File: src/rtl/saxil_read_regbank.sv
`default_nettype none
// +--------------------------------------------------------------------------+
// | saxil_read_regbank : AXI4-Lite read-only register bank, 2-deep R FIFO     |
// | Revision 1.0                                                              |
// +--------------------------------------------------------------------------+
module saxil_read_regbank #(
  parameter int DATA_W      = 32,
  parameter int ADDR_W      = 32,
  parameter int NUM_REGS    = 16,
  parameter int SECURE_ONLY = 0
) (
  input  logic                       S_AXIL_ACLK,
  input  logic                       S_AXIL_ARESETn,
  input  logic                       S_AXIL_ARVALID,
  output logic                       S_AXIL_ARREADY,
  input  logic [ADDR_W-1:0]          S_AXIL_ARADDR,
  input  logic [2:0]                 S_AXIL_ARPROT,
  output logic                       S_AXIL_RVALID,
  input  logic                       S_AXIL_RREADY,
  output logic [DATA_W-1:0]          S_AXIL_RDATA,
  output logic [1:0]                 S_AXIL_RRESP,
  input  logic [NUM_REGS*DATA_W-1:0] reg_bank_in,
  output logic [NUM_REGS-1:0]        rd_strobe,
  output logic [15:0]                err_count
);

  localparam int          c_bytes = DATA_W / 8;
  localparam int          c_off_w = $clog2(c_bytes);
  localparam int          c_idx_w = $clog2(NUM_REGS);
  localparam logic [63:0] c_span  = 64'(NUM_REGS * c_bytes);
  localparam logic [1:0]  c_okay  = 2'b00;
  localparam logic [1:0]  c_slverr = 2'b10;

  logic [1:0]               count_q, count_d;
  logic                     rd_ptr_q, rd_ptr_d;
  logic                     wr_ptr_q, wr_ptr_d;
  logic [1:0][DATA_W-1:0]   data_q, data_d;
  logic [1:0][1:0]          resp_q, resp_d;
  logic                     arready_q, arready_d;
  logic [NUM_REGS-1:0]      strobe_q, strobe_d;
  logic [15:0]              err_q, err_d;

  logic                     w_push;
  logic                     w_pop;
  logic                     w_in_range;
  logic                     w_denied;
  logic                     w_ok;
  logic [c_idx_w-1:0]       w_idx;
  logic [DATA_W-1:0]        w_rd_word;
  logic                     w_unused_prot;

  // ARREADY is a flop so neither ARVALID nor RREADY reaches it combinationally.
  assign w_push     = S_AXIL_ARVALID && arready_q;
  assign w_pop      = (count_q != 2'd0) && S_AXIL_RREADY;
  assign w_in_range = 64'(S_AXIL_ARADDR) < c_span;
  assign w_denied   = (SECURE_ONLY != 0) && S_AXIL_ARPROT[1];
  assign w_ok       = w_in_range && !w_denied;
  assign w_idx      = S_AXIL_ARADDR[c_off_w +: c_idx_w];
  assign w_rd_word  = reg_bank_in[int'(w_idx) * DATA_W +: DATA_W];
  assign w_unused_prot = ^{S_AXIL_ARPROT[2], S_AXIL_ARPROT[0]};

  always_comb begin
    count_d  = count_q;
    rd_ptr_d = rd_ptr_q;
    wr_ptr_d = wr_ptr_q;
    data_d   = data_q;
    resp_d   = resp_q;
    strobe_d = '0;
    err_d    = err_q;

    unique case ({w_push, w_pop})
      2'b10:   count_d = count_q + 2'd1;
      2'b01:   count_d = count_q - 2'd1;
      default: count_d = count_q;
    endcase

    if (w_pop) begin
      rd_ptr_d = ~rd_ptr_q;
    end

    if (w_push) begin
      wr_ptr_d         = ~wr_ptr_q;
      data_d[wr_ptr_q] = w_ok ? w_rd_word : '0;
      resp_d[wr_ptr_q] = w_ok ? c_okay : c_slverr;
      if (w_ok) begin
        strobe_d[w_idx] = 1'b1;
      end else if (err_q != 16'hFFFF) begin
        err_d = err_q + 16'd1;
      end
    end

    arready_d = (count_d != 2'd2);
  end

  always_ff @(posedge S_AXIL_ACLK or negedge S_AXIL_ARESETn) begin
    if (!S_AXIL_ARESETn) begin
      count_q   <= '0;
      rd_ptr_q  <= 1'b0;
      wr_ptr_q  <= 1'b0;
      data_q    <= '0;
      resp_q    <= '0;
      arready_q <= 1'b0;
      strobe_q  <= '0;
      err_q     <= '0;
    end else begin
      count_q   <= count_d;
      rd_ptr_q  <= rd_ptr_d;
      wr_ptr_q  <= wr_ptr_d;
      data_q    <= data_d;
      resp_q    <= resp_d;
      arready_q <= arready_d;
      strobe_q  <= strobe_d;
      err_q     <= err_d;
    end
  end

  assign S_AXIL_ARREADY = arready_q;
  assign S_AXIL_RVALID  = (count_q != 2'd0);
  assign S_AXIL_RDATA   = data_q[rd_ptr_q];
  assign S_AXIL_RRESP   = resp_q[rd_ptr_q];
  assign rd_strobe      = strobe_q;
  assign err_count      = err_q;

endmodule
`default_nettype wire

File: config.mk
export PLATFORM = sky130hd
export DESIGN_NAME = saxil_read_regbank
export DESIGN_NICKNAME = d
export VERILOG_FILES = /design/src/rtl/saxil_read_regbank.sv
export SDC_FILE = /design/constraint.sdc
export NUM_CORES = 1
export LEC_CHECK = 0
export CAP_MARGIN = 20
export CORE_AREA = 2 2 238 240
export CTS_CLUSTER_DIAMETER = 60
export DETAILED_ROUTE_END_ITERATION = 12
export DIE_AREA = 0 0 240 242
export HOLD_SLACK_MARGIN = 0.08
export PLACE_DENSITY_LB_ADDON = 0.3
export SLEW_MARGIN = 20
export SYNTH_ARGS = -nofsm -noshare
export SYNTH_HDL_FRONTEND = slang
export SYNTH_SLANG_ARGS = --single-unit
File: constraint.sdc
create_clock -name S_AXIL_ACLK -period 2.88 [get_ports S_AXIL_ACLK]
set_input_delay 0.72 -clock S_AXIL_ACLK [delete_from_list [all_inputs] [get_ports S_AXIL_ACLK]]
set_output_delay 0.72 -clock S_AXIL_ACLK [all_outputs]
set_load 0.1 [all_outputs]
## Word-level counts from Yosys, hierarchy flattened

Cells that the tools add are included.

| cells by class | value |
|---|---|
| $add $sub $neg | 3 |
| order comparisons | 6 |
| equality and inequality tests | 4 |
| shift operators | 1 |
| muxes and demuxes | 17 |
| bitwise logic cells | 3 |
| reductions and logical operators | 6 |

Operators by type and width:

| kind | count |
|---|---|
| $shiftx 512x10->32 | 1 |
| $mux 32 | 4 |
| $bwmux 64 | 1 |
| $demux 32 s1 | 1 |
| $lt 32x7->1 const B | 1 |
| $mux 16 | 2 |
| $add 16x1->16 const B | 1 |
| $ne 16x16->1 const B | 1 |
| $mux 2 | 4 |
| $lt 4x5->1 const B | 1 |
| $bwmux 4 | 1 |
| $demux 1 s4 | 1 |
| $ge 4x1->1 const B | 1 |
| $logic_and 1x1->1 | 4 |
| $lt 1x2->1 const B | 2 |
| $pmux 2 s2 | 1 |
| $not 1->1 | 3 |
| $reduce_and 3->1 | 1 |
| $add 2x1->2 const B | 1 |
| $demux 2 s1 | 1 |
| $eq 2x1->1 const B | 1 |
| $eq 2x2->1 const B | 1 |
| $ne 2x2->1 const B | 1 |
| $reduce_bool 2->1 | 1 |
| other kinds (3) | 3 |

| storage, ports and cells | value |
|---|---|
| register bits after elaboration | 105 |
| input port bits | 551 |
| output and inout port bits | 68 |

## Longest topological paths before layout

Gate-level depths: netlist of the first run.

| logic depth | value |
|---|---|
| depth after elaboration | 6 |
| mapped depth | 9 |
| depth with buffers taken out | 7 |

## Worst setup path after synthesis of the first run

No wires, ideal clock.

| path | value |
|---|---|
| path kind | register -> register |
| start | register err_q[0] (netlist: err_count[0]) |
| end | register err_q[3] (netlist: err_count[3]) |
| library setup time | 0.163 ns |
| arrival | 2.278 ns |
| data required time | 2.717 ns |
| slack | 0.439 ns |
| stages on the path, launching flop included | 8 |
| buffers on the path | 1 |
| clock period less this slack | 2.441 ns |
| cell sequence | dfrtp_1 -> ha_1 -> nand3_1 -> nand4bb_1 -> o32ai_4 -> buf_4 -> nor3_1 -> xor2_1 |

| between the ends | value |
|---|---|
| longest elaborated chain between the ends | 2 |

RTL lines:

| item | RTL line | RTL |
|---|---|---|
| start: declaration | 41 | `logic [15:0] err_q, err_d;` |
| start signal: assignment | 113 | `err_q <= err_d;` |
| parallel branches: the longest is 2 deep, another holds $add 16x1->16 | - |  |

Parallel ways; which one is timed is not known.
A chain may end at the register's enable or synchronous reset.

## Worst setup path after layout of the first run

| path | value |
|---|---|
| start | register rd_ptr_q |
| end | output port S_AXIL_RDATA[23] |

| between the ends | value |
|---|---|
| longest elaborated chain between the ends | 2 |

RTL lines:

| item | RTL line | RTL |
|---|---|---|
| start: declaration | 35 | `logic rd_ptr_q, rd_ptr_d;` |
| start signal: assignment | 107 | `rd_ptr_q <= rd_ptr_d;` |
| $mux 32 (implied by the code) (2 in a row) | 119 | `assign S_AXIL_RDATA = data_q[rd_ptr_q];` |
| end: declaration | 20 | `output logic [DATA_W-1:0] S_AXIL_RDATA,` |

No other way between the ends. The select of a mux whose other input is x is not followed.

==> results.yml, run 1 <==
clocking:
  clk_pin_slew_ps: 80
  cts_hold_buf: 0
  htree_levels: 3
  post_cts_buffers: 0
  clkSinkCount: 103
  insertion_delay_ps: 370
  clk_path_buf_depth: 2
  cts_tree: "yes"
  root_buffer: "clkbuf_16"
  postCtsResizedCells: 0
  cts_buffers: 9
logic_synthesis:
  synth_most_common_cell: "nand2_1"
  syn_nets: 1255
  synth-async-reset-ratio_pct: 100
  synth_top_area_share_pct: 29.2
  ys_seq_elements: 103
  synth.distinct_cells: 39
  synth_warnings: 0
  synth_top_area_cell: "dfrtp_1"
  ys_seq_area_share_pct: 29.2
  post_synth_inst_count: 702
  synthFlopType: "dfrtp_1"
  avgSynthCellArea_sq_um: 12.6
  synthTopCellsByArea: "dfrtp_1, mux4_2, mux2_2, mux4_1, nand2_1"
  synth_edf_count: 0
  synth_common_cells: "nand2_1, mux4_2, dfrtp_1, mux2_2, o21ai_1"
  netlist_area_sq_mm: 0.00882
detailed_routing:
  dr_total_vias: 8794
  wl_per_cell_um: 26.3
  dr.first_iter.drc_count: 361
  routed_wl_mm: 54.4
  postRouteAntennaNets: 0
  drt-vias-per-instance: 4.26
  drc: 0
  drt_pass1_iterations: 4
critical_path:
  rrSetupSlack_ps: 900
  cp_max_fo: 27
  crit_path_end_kind: "output port"
  worstPathArrival_ps: 1860
  startpoint_type: "flip-flop"
  worst_ep_required_time_ps: 2160
  worstSetupPathType: "flip-flop to output port"
power:
  combPwrFrac_pct: 49.8
  pwr-share-seq_pct: 29.1
  switching_share_pct: 38.4
  powerDensity_mw_per_mm2: 355
  max-vdd-ir-drop_mv: 0.296
  leakagePower_nw: 6.26
  p_int_mw: 3.56
  switching_power_mw: 2.22
  clkPwrFrac_pct: 21.2
floorplan:
  start_util_pct: 15.8
  die-area_sq_mm: 0.0581
  num_rows: 87
  chipHeight_um: 242
  die_w_um: 240
  pin_count: 619
  core_sq_mm: 0.0557
run_status:
  outcome: "finished, final reports clean"
sta:
  finalSetupViolations: 0
  period_share_pct: 89.5
  relSlewSlack_pct: 61.8
  hold_ws_ps: 327
  drv_slew: 0
  max_freq_mhz: 388
  fin_skew_ps: 14.8
  fin_crit_ps: 2580
  rsz0062_at_grt: "false"
  tns_ps: 0
  tightest_slew_ps: 573
  hold_violations: 0
placement:
  place_hpwl_mm: 47.5
  io_buffers: 612
  gp_congestion: 0.918
layout:
  fin_util_pct: 29.2
  fillerInstances: 5896
  nets: 1845
  synthToLayoutAreaGrowth_pct: 84.5
  drive_gt1_share_pct: 26.3
worst_hold_path:
  worstHoldPathType: "input port to async pin"
global_routing:
  grt_max_degree: 50
  antenna_found_initial: 35
  grt_pass1_vias: 9265
  grtUsageTotal_pct: 18.4
  grt_pass1_wl_mm: 73.3
  grt-ovfl-total: 0
run:
  drv_cap: 0
-- cells in the final DEF (no fill, tap or decap), drive strengths merged, types with 11 or more instances in the layout --
cell type,instances
o21ai,66
nand2,109
mux2i,33
o211ai,32
mux2,66
nor3,12
buf,111
clkdlybuf4s50,540
nor2,18
mux4,128
nor4,11
dfrtp,103
xor2,15
diode,12
-- routing by layer --
layer  track usage [%]  vias up  wire [um]
met5              1.85        -         23
li1                  -     3957          -
met2              30.8      394      26900
met1              22.4     4366      22200
met3              5.98       73       4430
met4              4.55        4        845
-- power groups by stage --
stage / clock, mW / sequential, mW / combinational (mW)
finish: 1.22 / 1.68 / 2.88
floorplan: 0 / 2.03 / 1.21
global route: 1.33 / 1.70 / 3.06
global placement: 0 / 1.71 / 2.90
detailed placement: 0 / 1.71 / 2.92
CTS: 1.28 / 1.69 / 2.93
-- through the flow --
step           setup slack, ps  instance area (sq um)  total power, mW  std cells
2_1_floorplan              439                   8820             3.24        702
3_3_place_gp              23.2                  16000             4.61       2037
3_5_place_dp              13.0                  16000             4.64       2037
4_1_cts                    232                  16200             5.90       2053
5_1_grt                    223                  16300             6.09       2063
6_report                   303                  16300             5.78       2065
-- worst max-delay path, cell delays in order (launching register included) --
cell,delay [ps]
dfrtp_2,560
buf_12,250
mux2_2,410
buf_4,250
-- state kept, by name, summed over array words and instances (netlist names) --
register        flops
S_AXIL_ARREADY      1
count_q             2
data_q             64
err_count          16
rd_ptr_q            1
rd_strobe          16
resp_q              2
wr_ptr_q            1
-- logic make-up (layout without fill, tap and decap cells) --
family | Yosys count | count (layout) | synth area share, %
flip-flops | 103 | 103 | 29.2
multiplexers | 227 | 227 | 45.7
AO/OA/AOI/OAI | 99 | 99 | 8.68
adder cells (fa/ha/maj) | 2 | 2 | 0.284
AND/OR/NAND/NOR | 173 | 173 | 8.67
buffers and inverters | 79 | 674 | 5.57
other | 1 | 13 | 0.0425
XOR/XNOR | 18 | 18 | 1.79
-- area by class of cell --
type                       instances  area, sq um  share of cell area (%)
antenna                           12         30.0                   0.185
clock buffer                      10          239                    1.47
clock inverter                     6         50.0                   0.308
inverter                           7         26.3                   0.161
multi-input combinational        520         5770                    35.4
sequential                       103         2580                    15.8
tap                              756          946                    5.81
timing repair buffer             651         6640                    40.8
-- path summary, 6_finish.rpt --
path,start,to,cells past startpoint
max reg2reg,err_count[0],err_count[5],7
min in group S_AXIL_ACLK,data_q[52],data_q[52],2
max in group asynchronous,S_AXIL_ARESETn,data_q[26],2
min reg2reg,data_q[52],data_q[52],2
min,S_AXIL_ARESETn,err_count[10],1
max,rd_ptr_q,S_AXIL_RDATA[23],3
Note: power is estimated with default switching activity, not from simulation.
==> run 2: changes to the inputs <==
--- a/config.mk
+++ b/config.mk
@@ -6,10 +6,10 @@
 export NUM_CORES = 1
 export LEC_CHECK = 0
 export CAP_MARGIN = 20
-export CORE_AREA = 2 2 238 240
-export CTS_CLUSTER_DIAMETER = 60
+export CORE_AREA = 2 2 242 244
+export CTS_BUF_LIST = sky130_fd_sc_hd__clkbuf_4 sky130_fd_sc_hd__clkbuf_8
 export DETAILED_ROUTE_END_ITERATION = 12
-export DIE_AREA = 0 0 240 242
+export DIE_AREA = 0 0 244 246
 export HOLD_SLACK_MARGIN = 0.08
 export PLACE_DENSITY_LB_ADDON = 0.3
 export SLEW_MARGIN = 20
==> results.yml, run 2 (synthesis gave the netlist of run 1 again) <==
run_status:
  outcome: "finished, final reports clean"
layout:
  fillerInstances: 5903
  fin_util_pct: 28.7
  multi_input_area_sq_mm: 0.00577
  regMostFlops: "data_q"
  largest_register_ffs: 64
  regArea_sq_mm: 0.00258
  final_common_cell: "clkdlybuf4s50_1"
  synthToLayoutAreaGrowth_pct: 86.9
  nets: 1850
  drive_gt1_share_pct: 26.6
  final_cell_mix: "clkdlybuf4s50_1, nand2_1, mux4_2, dfrtp_1, mux2_2"
clocking:
  clk_pin_slew_ps: 110
  clk_path_buf_depth: 2
  cts_buffers: 9
  clkSinkCount: 103
  cts_tree: "yes"
  htree_levels: 3
  cts_hold_buf: 0
  insertion_delay_ps: 390
  root_buffer: "clkbuf_8"
  post_cts_buffers: 0
  postCtsResizedCells: 0
sta:
  tightest_slew_ps: 518
  drv_slew: 0
  fin_skew_ps: 18.2
  max_freq_mhz: 412
  hold_violations: 0
  period_share_pct: 84.2
  tns_ps: 0
  finalSetupViolations: 0
  relSlewSlack_pct: 64.5
  fin_crit_ps: 2430
  rsz0062_at_grt: "false"
critical_path:
  cp_max_fo: 8
  slowest_delay_ps: 540
  startpoint: "S_AXIL_ARADDR[21]"
  worst_ep_required_time_ps: 3160
  cp-endpoint: "err_count[1]"
  worstPathArrival_ps: 2710
  r2r_cells: 6
  rrSetupSlack_ps: 830
  startpoint_type: "input port"
  cp_slowest_cell: "o32ai_4"
  regToRegEndpoint: "err_count[1]"
  crit_path_end_kind: "flip-flop"
  path_cells: "clkdlybuf4s50_1 > nor4_1 > nand4_1 > o32ai_4 > nor2_1 > mux2_1"
  worstSetupPathType: "input port to flip-flop"
  rr_startpoint: "err_count[0]"
detailed_routing:
  dr.first_iter.drc_count: 362
  drt_pass1_iterations: 4
  routed_wl_mm: 51.7
  postRouteAntennaNets: 0
  wl_per_cell_um: 24.9
  dr_total_vias: 8572
  drt-vias-per-instance: 4.13
  drc: 0
floorplan:
  die_w_um: 244
  chipHeight_um: 246
  start_util_pct: 15.4
  die-area_sq_mm: 0.0600
  core_sq_mm: 0.0574
  num_rows: 88
  pin_count: 619
global_routing:
  grt-ovfl-total: 0
  grt_pass1_vias: 9434
  grtUsageTotal_pct: 16.8
  grt_pass1_wl_mm: 70.7
  antenna_found_initial: 31
  grt_max_degree: 68
power:
  switching_share_pct: 38.8
  combPwrFrac_pct: 53.0
  powerDensity_mw_per_mm2: 337
  max-vdd-ir-drop_mv: 0.514
  switching_power_mw: 2.15
  clkPwrFrac_pct: 17.4
  pwr-share-seq_pct: 29.6
  p_int_mw: 3.40
  leakagePower_nw: 6.31
placement:
  place_hpwl_mm: 45.3
  gp_congestion: 0.862
  io_buffers: 612
run:
  drv_cap: 0
worst_hold_path:
  worstHoldPathType: "input port to async pin"
[run 2: final cells by class]
class	instances	share of cell area (%)
timing repair buffer	656	42.0
multi-input combinational	520	35.0
sequential	103	15.6
tap	765	5.81
clock buffer	9	0.751
clock inverter	7	0.486
antenna	11	0.167
inverter	7	0.159
[run 2: per-layer routing]
| layer | routed length, um | vias up | share of wire, % | track usage (%) |
|---|---|---|---|---|
| met5 | 106 | - | 0.20 | 0 |
| met4 | 955 | 18 | 1.8 | 4.91 |
| met3 | 4870 | 55 | 9.4 | 6.62 |
| met2 | 24700 | 354 | 48 | 27.5 |
| met1 | 21100 | 4185 | 41 | 20.4 |
| li1 | - | 3960 | - | - |
[run 2: power by group through the flow]
stage	clock, mW	combinational, mW	sequential [mW]
6_report	0.966	2.94	1.64
4_1_cts	1.02	3.00	1.64
3_5_place_dp	0	2.99	1.67
3_3_place_gp	0	2.98	1.67
2_1_floorplan	0	1.21	2.03
5_1_grt	1.08	3.12	1.66
[run 2: worst min-delay path by stage]
stage	depth (start not counted)	slack, ps	endpoint	start
after global placement	2	460	data_q[33]	data_q[33]
final	1	260	err_count[5]	S_AXIL_ARESETn
after floorplan	0	420	S_AXIL_ARREADY	S_AXIL_ARESETn
after detailed placement	2	470	data_q[52]	data_q[52]
after global routing	1	260	err_count[4]	S_AXIL_ARESETn
after CTS	1	250	err_count[5]	S_AXIL_ARESETn
[run 2: worst max-delay path: cells and delay by family]
kind / cells / cell delay [ps]
buffers and inverters: 1 / 400
and+or+nand+nor: 3 / 720
muxes: 1 / 330
AOI/OAI and AO/OA: 1 / 540
[run 2: per-stage QoR]
stage          instances  total power, mW  instance area (sq um)  worst slack, ps  hold WS [ps]
2_1_floorplan        702             3.24                   8820              439           424
3_3_place_gp        2051             4.65                  16300             60.5           456
3_5_place_dp        2051             4.66                  16300             10.2           468
4_1_cts             2067             5.66                  16500              431           247
5_1_grt             2076             5.85                  16500              331           262
6_report            2078             5.55                  16500              455           261
